$ cat config.mk
export PLATFORM = sky130hd
export DESIGN_NAME = melody_sequencer
export DESIGN_NICKNAME = d
export VERILOG_FILES = /design/src/rtl/melody_sequencer.sv
export SDC_FILE = /design/constraint.sdc
export NUM_CORES = 1
export LEC_CHECK = 0
export BUFFER_PORTS_ARGS = -buffer_cell sky130_fd_sc_hd__buf_4
export CORE_ASPECT_RATIO = 0.75
export CORE_MARGIN = 4
export CORE_UTILIZATION = 50
export CTS_CLUSTER_DIAMETER = 80
export DETAILED_ROUTE_END_ITERATION = 16
export GPL_TIMING_DRIVEN = 1
export PLACE_DENSITY = 0.66
export SLEW_MARGIN = 15
export SYNTH_ARGS = -nofsm -noshare
export SYNTH_HDL_FRONTEND = slang
export SYNTH_SLANG_ARGS = --single-unit
export TNS_END_PERCENT = 5
$ cat constraint.sdc
create_clock -name CLK -period 6.6 [get_ports CLK]
set_input_delay 0.99 -clock CLK [delete_from_list [all_inputs] [get_ports CLK]]
set_output_delay 0.99 -clock CLK [all_outputs]
set_load 0.01 [all_outputs]
$ cat src/rtl/melody_sequencer.sv
// Note-RAM melody player: steps through 32 {tone, duration} entries on a tick
// prescaler, drives the PWM beeper tone code, and signals end of song.
module melody_sequencer #(
  parameter int TICK_DIV  = 500,
  parameter int GAP_TICKS = 1,
  parameter int MAX_TONE  = 10
) (
  input  logic        CLK,
  input  logic        RSTn,
  input  logic        start,
  input  logic        stop,
  input  logic        loop_en,
  input  logic        wr_en,
  input  logic [4:0]  wr_addr,
  input  logic [10:0] wr_data,
  output logic [4:0]  tone,
  output logic        sing_flag,
  output logic        busy,
  output logic [4:0]  note_idx,
  output logic        done
);

  localparam int PW = $clog2(TICK_DIV);

  typedef enum logic [2:0] {IDLE, FETCH, PLAY, GAP, DONE} state_t;
  state_t state;

  logic [10:0]   ram [32];
  logic [PW-1:0] presc;
  logic [5:0]    dur_cnt;

  logic [10:0] rd_entry;
  logic [4:0]  rd_tone;
  logic [4:0]  clamp_tone;
  logic [5:0]  rd_dur;
  logic        tick;
  logic        last_tick;
  logic        advance;
  logic        at_wrap;

  // Asynchronous read: a write landing on the same edge is seen only next cycle.
  assign rd_entry   = ram[note_idx];
  assign rd_tone    = rd_entry[10:6];
  assign rd_dur     = rd_entry[5:0];
  assign clamp_tone = (rd_tone > 5'(MAX_TONE)) ? 5'(MAX_TONE) : rd_tone;

  assign tick      = (presc == PW'(TICK_DIV - 1));
  assign last_tick = tick && (dur_cnt == 6'd1);
  assign advance   = last_tick && ((state == GAP) || (state == PLAY && GAP_TICKS == 0));
  assign at_wrap   = (note_idx == 5'd31);

  always_ff @(posedge CLK) begin
    if (wr_en) ram[wr_addr] <= wr_data;
  end

  always_ff @(posedge CLK or negedge RSTn) begin
    if (!RSTn) begin
      state     <= IDLE;
      tone      <= 5'd0;
      sing_flag <= 1'b0;
      busy      <= 1'b0;
      note_idx  <= 5'd0;
      done      <= 1'b0;
      presc     <= '0;
      dur_cnt   <= 6'd0;
    end else if (stop) begin
      state     <= IDLE;
      tone      <= 5'd0;
      sing_flag <= 1'b0;
      busy      <= 1'b0;
      done      <= 1'b0;
    end else begin
      done <= 1'b0;
      case (state)
        IDLE: begin
          if (start) begin
            state    <= FETCH;
            note_idx <= 5'd0;
            busy     <= 1'b1;
          end
        end
        FETCH: begin
          if (rd_dur != 6'd0) begin
            state     <= PLAY;
            tone      <= clamp_tone;
            sing_flag <= 1'b1;
            dur_cnt   <= rd_dur;
            presc     <= '0;
          end else if (loop_en && note_idx != 5'd0) begin
            note_idx <= 5'd0;
          end else begin
            state     <= DONE;
            tone      <= 5'd0;
            sing_flag <= 1'b0;
            done      <= 1'b1;
          end
        end
        PLAY, GAP: begin
          presc <= tick ? '0 : presc + 1'b1;
          if (tick) dur_cnt <= dur_cnt - 6'd1;
          if (state == PLAY && last_tick && GAP_TICKS > 0) begin
            state   <= GAP;
            tone    <= 5'd0;
            dur_cnt <= 6'(GAP_TICKS);
            presc   <= '0;
          end
        end
        DONE: begin
          state <= IDLE;
          busy  <= 1'b0;
        end
        default: state <= IDLE;
      endcase
      // Stepping past entry 31 wraps the index; that counts as the end of the song.
      if (advance) begin
        note_idx <= note_idx + 5'd1;
        if (at_wrap && !loop_en) begin
          state     <= DONE;
          tone      <= 5'd0;
          sing_flag <= 1'b0;
          done      <= 1'b1;
        end else begin
          state <= FETCH;
        end
      end
    end
  end

endmodule

# Word-level counts from Yosys, hierarchy flattened
# Memory sizes are Yosys's and may differ from the RTL's.
# Cells that the tools add are included.
# totals
ff_bits	31
ramBits	352
inputBits	22
out_inout_bits	13
wordCells	94
memories	1
# classes
n_addsub	3
n_lt_le_gt_ge	1
eq_ne	16
n_mux	46
n_bitwise	1
reduce_logical	18
# mem_list
memory	depth	width	rd	rd_clocked_by_memory_dff	write_ports	line	rtl
ram	32	11	1	0	1	28	logic [10:0] ram [32];
# ops
cell	count
2-to-1 mux 5 bit	11
2-to-1 mux 9 bit	3
2-to-1 mux 3 bit	7
one-hot mux 5 bit (2 select lines)	2
2-to-1 mux 6 bit	3
one-hot mux 9 bit (2 select lines)	1
2-to-1 mux 1 bit	16
!= test 3 bit, second input constant	5
one-hot mux 6 bit (2 select lines)	1
adder 9 x 1 -> 9 bit, second input constant	1
== test 9 bit, second input constant	1
one-hot mux 3 bit (3 select lines)	1
!= test 4 bit, second input constant	2
== test 3 x 2 -> 1 bit, second input constant	2
== test 6 x 1 -> 1 bit, second input constant	1
AND reduction 3 bit	2
nonzero test 3 bit	2
nonzero test 6 bit	1
subtractor 6 x 1 -> 6 bit, second input constant	1
adder 5 x 1 -> 5 bit, second input constant	1
== test 5 bit, second input constant	1
greater-than comparator 5 x 4 -> 1 bit, second input constant	1
logical AND 1 bit	5
!= test 5 bit, second input constant	1
other kinds (13)	13

# Logic depth before layout (Yosys ltp)
# logic_depth
ltp_word	8
depth_mapped	13
ltp_nobuf	9

# Worst setup path after synthesis
# OpenSTA, ideal clock, no wires.
# synth_timing
path_type	reg2reg
from	register note_idx[1]
to	register dur_cnt[0]
setup_ns	0.128
arrival_ns	2.779
required_ns	6.472
path_slack_ns	3.694
stages_incl_launch_ff	9
n_path_buf	1
period_less_slack_ns	2.906
cell_sequence	dfrtp_1 -> buf_2 -> mux4_2 -> a22oi_1 -> nand4_1 -> a222oi_1 -> nand3_1 -> nand2_2 -> mux2_1
# synth_via
elab_chain_len	4
elab_cells_between_ends	6
classes_between	eq/ne: 1; mux: 2; reduce/logical: 2; memory: 1
# synth_rtl
element	line	rtl
start, declared	19	output logic [4:0] note_idx,
start signal, assigned	116	note_idx <= note_idx + 5'd1;
memory read (32 x 11 bit) (*)	n/a	
nonzero test 6 bit	83	if (rd_dur != 6'd0) begin
!= test 2 bit (no source line)	n/a	
AND reduction 4 bit (no source line)	n/a	
end signal, assigned	87	dur_cnt <= rd_dur;
end signal, assigned	100	if (tick) dur_cnt <= dur_cnt - 6'd1;
end signal, assigned	104	dur_cnt <= 6'(GAP_TICKS);
end, declared	30	logic [5:0] dur_cnt;
# Mark *: on every way between the ends. The rest lies on a longest branch, timed or not. The select of a mux whose other input is x is not followed.
# A chain may end at the register's enable or synchronous reset.

# Worst setup path after layout
# Same ends and word-level chain as after synthesis.

==> summary.txt <==
Share of layout cells above drive strength 1: 23.8%
Post-synth EDFFs: 352
Max VDD drop: 0.209 mV
Top cells by area, synth: edfxtp_1 (68%), mux4_2 (12%), dfrtp_1 (5.0%)
Vias in the first global route: 8244
Yosys top cell by area: edfxtp_1
Yosys reg bits: 383
Period utilization: 68.7%
PD cells: 293 nW/µm²
CP cell instances: buf_4 > mux4_2 > nand3_1 > nand4_1 > a222oi_1 > nand3_1 > nand2_2 > mux2_1
Sequential share of the synthesized area: 73.5%
Setup CP Type: flop to flop
Max-cap violations: 0
Syn nets: 849
Most used DFF post-synth: edfxtp_1
Rows: 55
Total Power: 0.00508 W
Leak Pwr: 5.54 nW
Global-route wire length before repair: 53000 µm
Setup TNS Final: 0 ps
Critical path's slowest cell: dfrtp_4
DR vias: 8158
Buf/Inv on CP: 1
Skew final: 20.1 ps
CTS Root Buffer Type: clkbuf_16
Fin. Hold Viols: 0
Overflow after GRT: 0
Synthesized area: 15400 µm²
CP top delay family: simple AND/OR/NAND/NOR gates
Total GRT Usage: 21.0%
Die Span Y: 160 µm
Initial antenna violation count: 0
Skew-Pair Late Insertion Delay: 530 ps
Hold WC Path Type: primary input to asynchronous set/reset pin
Largest net degree at the start of global routing: 52
Port bufs: 34
Setup violations, final: 0
Post_cts resized: 0
Rel. slew slack: 22.8%
Worst-Margin Slew: 1150 ps
Cell count after synthesis: 821
Post-synth ARST share: 8.09%
Clock Pin Slew Worst Setup and Hold Paths: 70 ps
Unrepaired setup endpoints after global routing: false
Ys Warns: 0
Clk buf depth: 3
GP Congestion: 0.868
Total Wirelength: 34700 µm
Area grow syn2layout: 12.3%
Avg Cell Area, Syn: 18.8 µm²
DRC Markers: 0
Core Util, Final: 57.3%
Min cycle time layout: 4540 ps
Fin. max-slew vios: 0
CTS Buf Count: 37
Cell variety after synth: 58
Remaining antenna violation count after routing: 0
Core Box Area: 30300 µm²
Die width: 211 µm
Routed wire per std cell: 26.7 µm
CP endpoint kind: flop
Max Freq: 220 MHz
Post CTS Setup Buffer Count: 0
Hold slack final: 386 ps
CP Launch Type: flop
DIE AREA: 33800 µm²
# IOs: 35
CP dominant cell by count: nand3_1
First-pass DRT Iterations: 5
Hpwl dp: 21800 µm
CTS tree: yes
Num Clock Sinks: 383
CTS Hold Bufs: 0
Worst Path Max Fanout: 46
Worst EP required: 7000 ps
H-tree depth: 2
Initial Util: 51.0%
CP max stage delay: 940 ps
Antenna diodes: 0
DR iter-0 viols: 826
Status: finished clean
Final net count: 902
Post-synth top area share: 68.4%
Worst path arrival time: 4940 ps
Vias/cell: 6.28
-- registers in the layout, indices dropped and copies added, names as in the netlist --
| register | flops |
|---|---|
| done | 1 |
| state | 3 |
| busy | 1 |
| presc | 9 |
| sing_flag | 1 |
| note_idx | 5 |
| dur_cnt | 6 |
| tone | 5 |
| ram | 352 |
-- power by group --
group / internal (W) / total, W / switching, W
Clock: 0.00123 / 0.00210 / 0.000867
Combinational: 0.0000772 / 0.000225 / 0.000147
Sequential: 0.00271 / 0.00275 / 0.0000438
-- per-layer routing --
layer	part of all wire, %	GRT usage [%]
met4	1.6	4.24
met1	46	34.0
met5	0	0
met3	7.1	3.14
met2	45	30.8
-- cell type report --
type,count,area [µm²]
clock buffers,47,1010
flip-flops and latches,383,11400
repair buffers,51,383
clock inverters,19,188
fillers,2269,12900
well taps,399,499
inverters,10,37.5
multi-input cells,391,3880
-- synthesized netlist by cell type, drive strengths merged, types with 5 or more instances --
master,count
buf,24
nand3b,7
a22oi,6
nor2,52
o21ai,12
nand3,19
nor3,13
nor2b,9
mux4,80
nand2,32
a21o,6
dfrtp,31
nand4,9
mux2,17
clkbuf,13
o22a,6
edfxtp,352
ha,6
inv,10
o211ai,9
a21oi,16
o2bb2ai,5
a22o,7
nand2b,5
mux2i,25
a221oi,5
nor4,5
-- placed cells by master, fill, tap and decap left out, drive strengths merged, types with 9 or more instances in the layout --
cell type and instances:
mux2 17, nor2b 9, nor3 13, buf 51
o211ai 9, dfrtp 31, o21ai 12, nor2 52
nand3 19, a21oi 16, edfxtp 352, clkbuf 47
inv 11, mux2i 25, mux4 80, nand2 32
nand4 9, clkinv 13
-- stage by stage --
step / setup WS (ps) / area, µm² / std cells
floorplan: 3690 / 15400 / 821
global placement: 2330 / 16100 / 1234
detailed placement: 2110 / 16100 / 1234
CTS: 2090 / 17300 / 1300
global route: 1840 / 17300 / 1300
finish: 2060 / 17300 / 1300
-- path summary, 6_finish.rpt --
check	slack, ps	start	depth (start not counted)	endpoint
worst min register to register	520	tone[4]	2	tone[4]
min in group CLK	520	tone[4]	2	tone[4]
worst min-delay path	390	RSTn	1	state[0]
worst max register to register	2060	note_idx[1]	8	dur_cnt[0]
max in group asynchronous	5890	RSTn	1	note_idx[1]
worst max-delay path	2060	note_idx[1]	8	dur_cnt[0]
-- logic make-up (layout without fill, tap and decap cells) --
logic type               after synthesis  in the layout  share of synthesized area, %
buffers and inverters                 47            127                          1.56
flip-flops                           383            383                          73.5
multiplexers                         122            122                          14.5
AO/OA/AOI/OAI                         96             96                          4.57
AND/OR/NAND/NOR                      167            167                          5.40
adder cells (fa/ha/maj)                6              6                         0.486
Power figures use the tool's default switching activity.
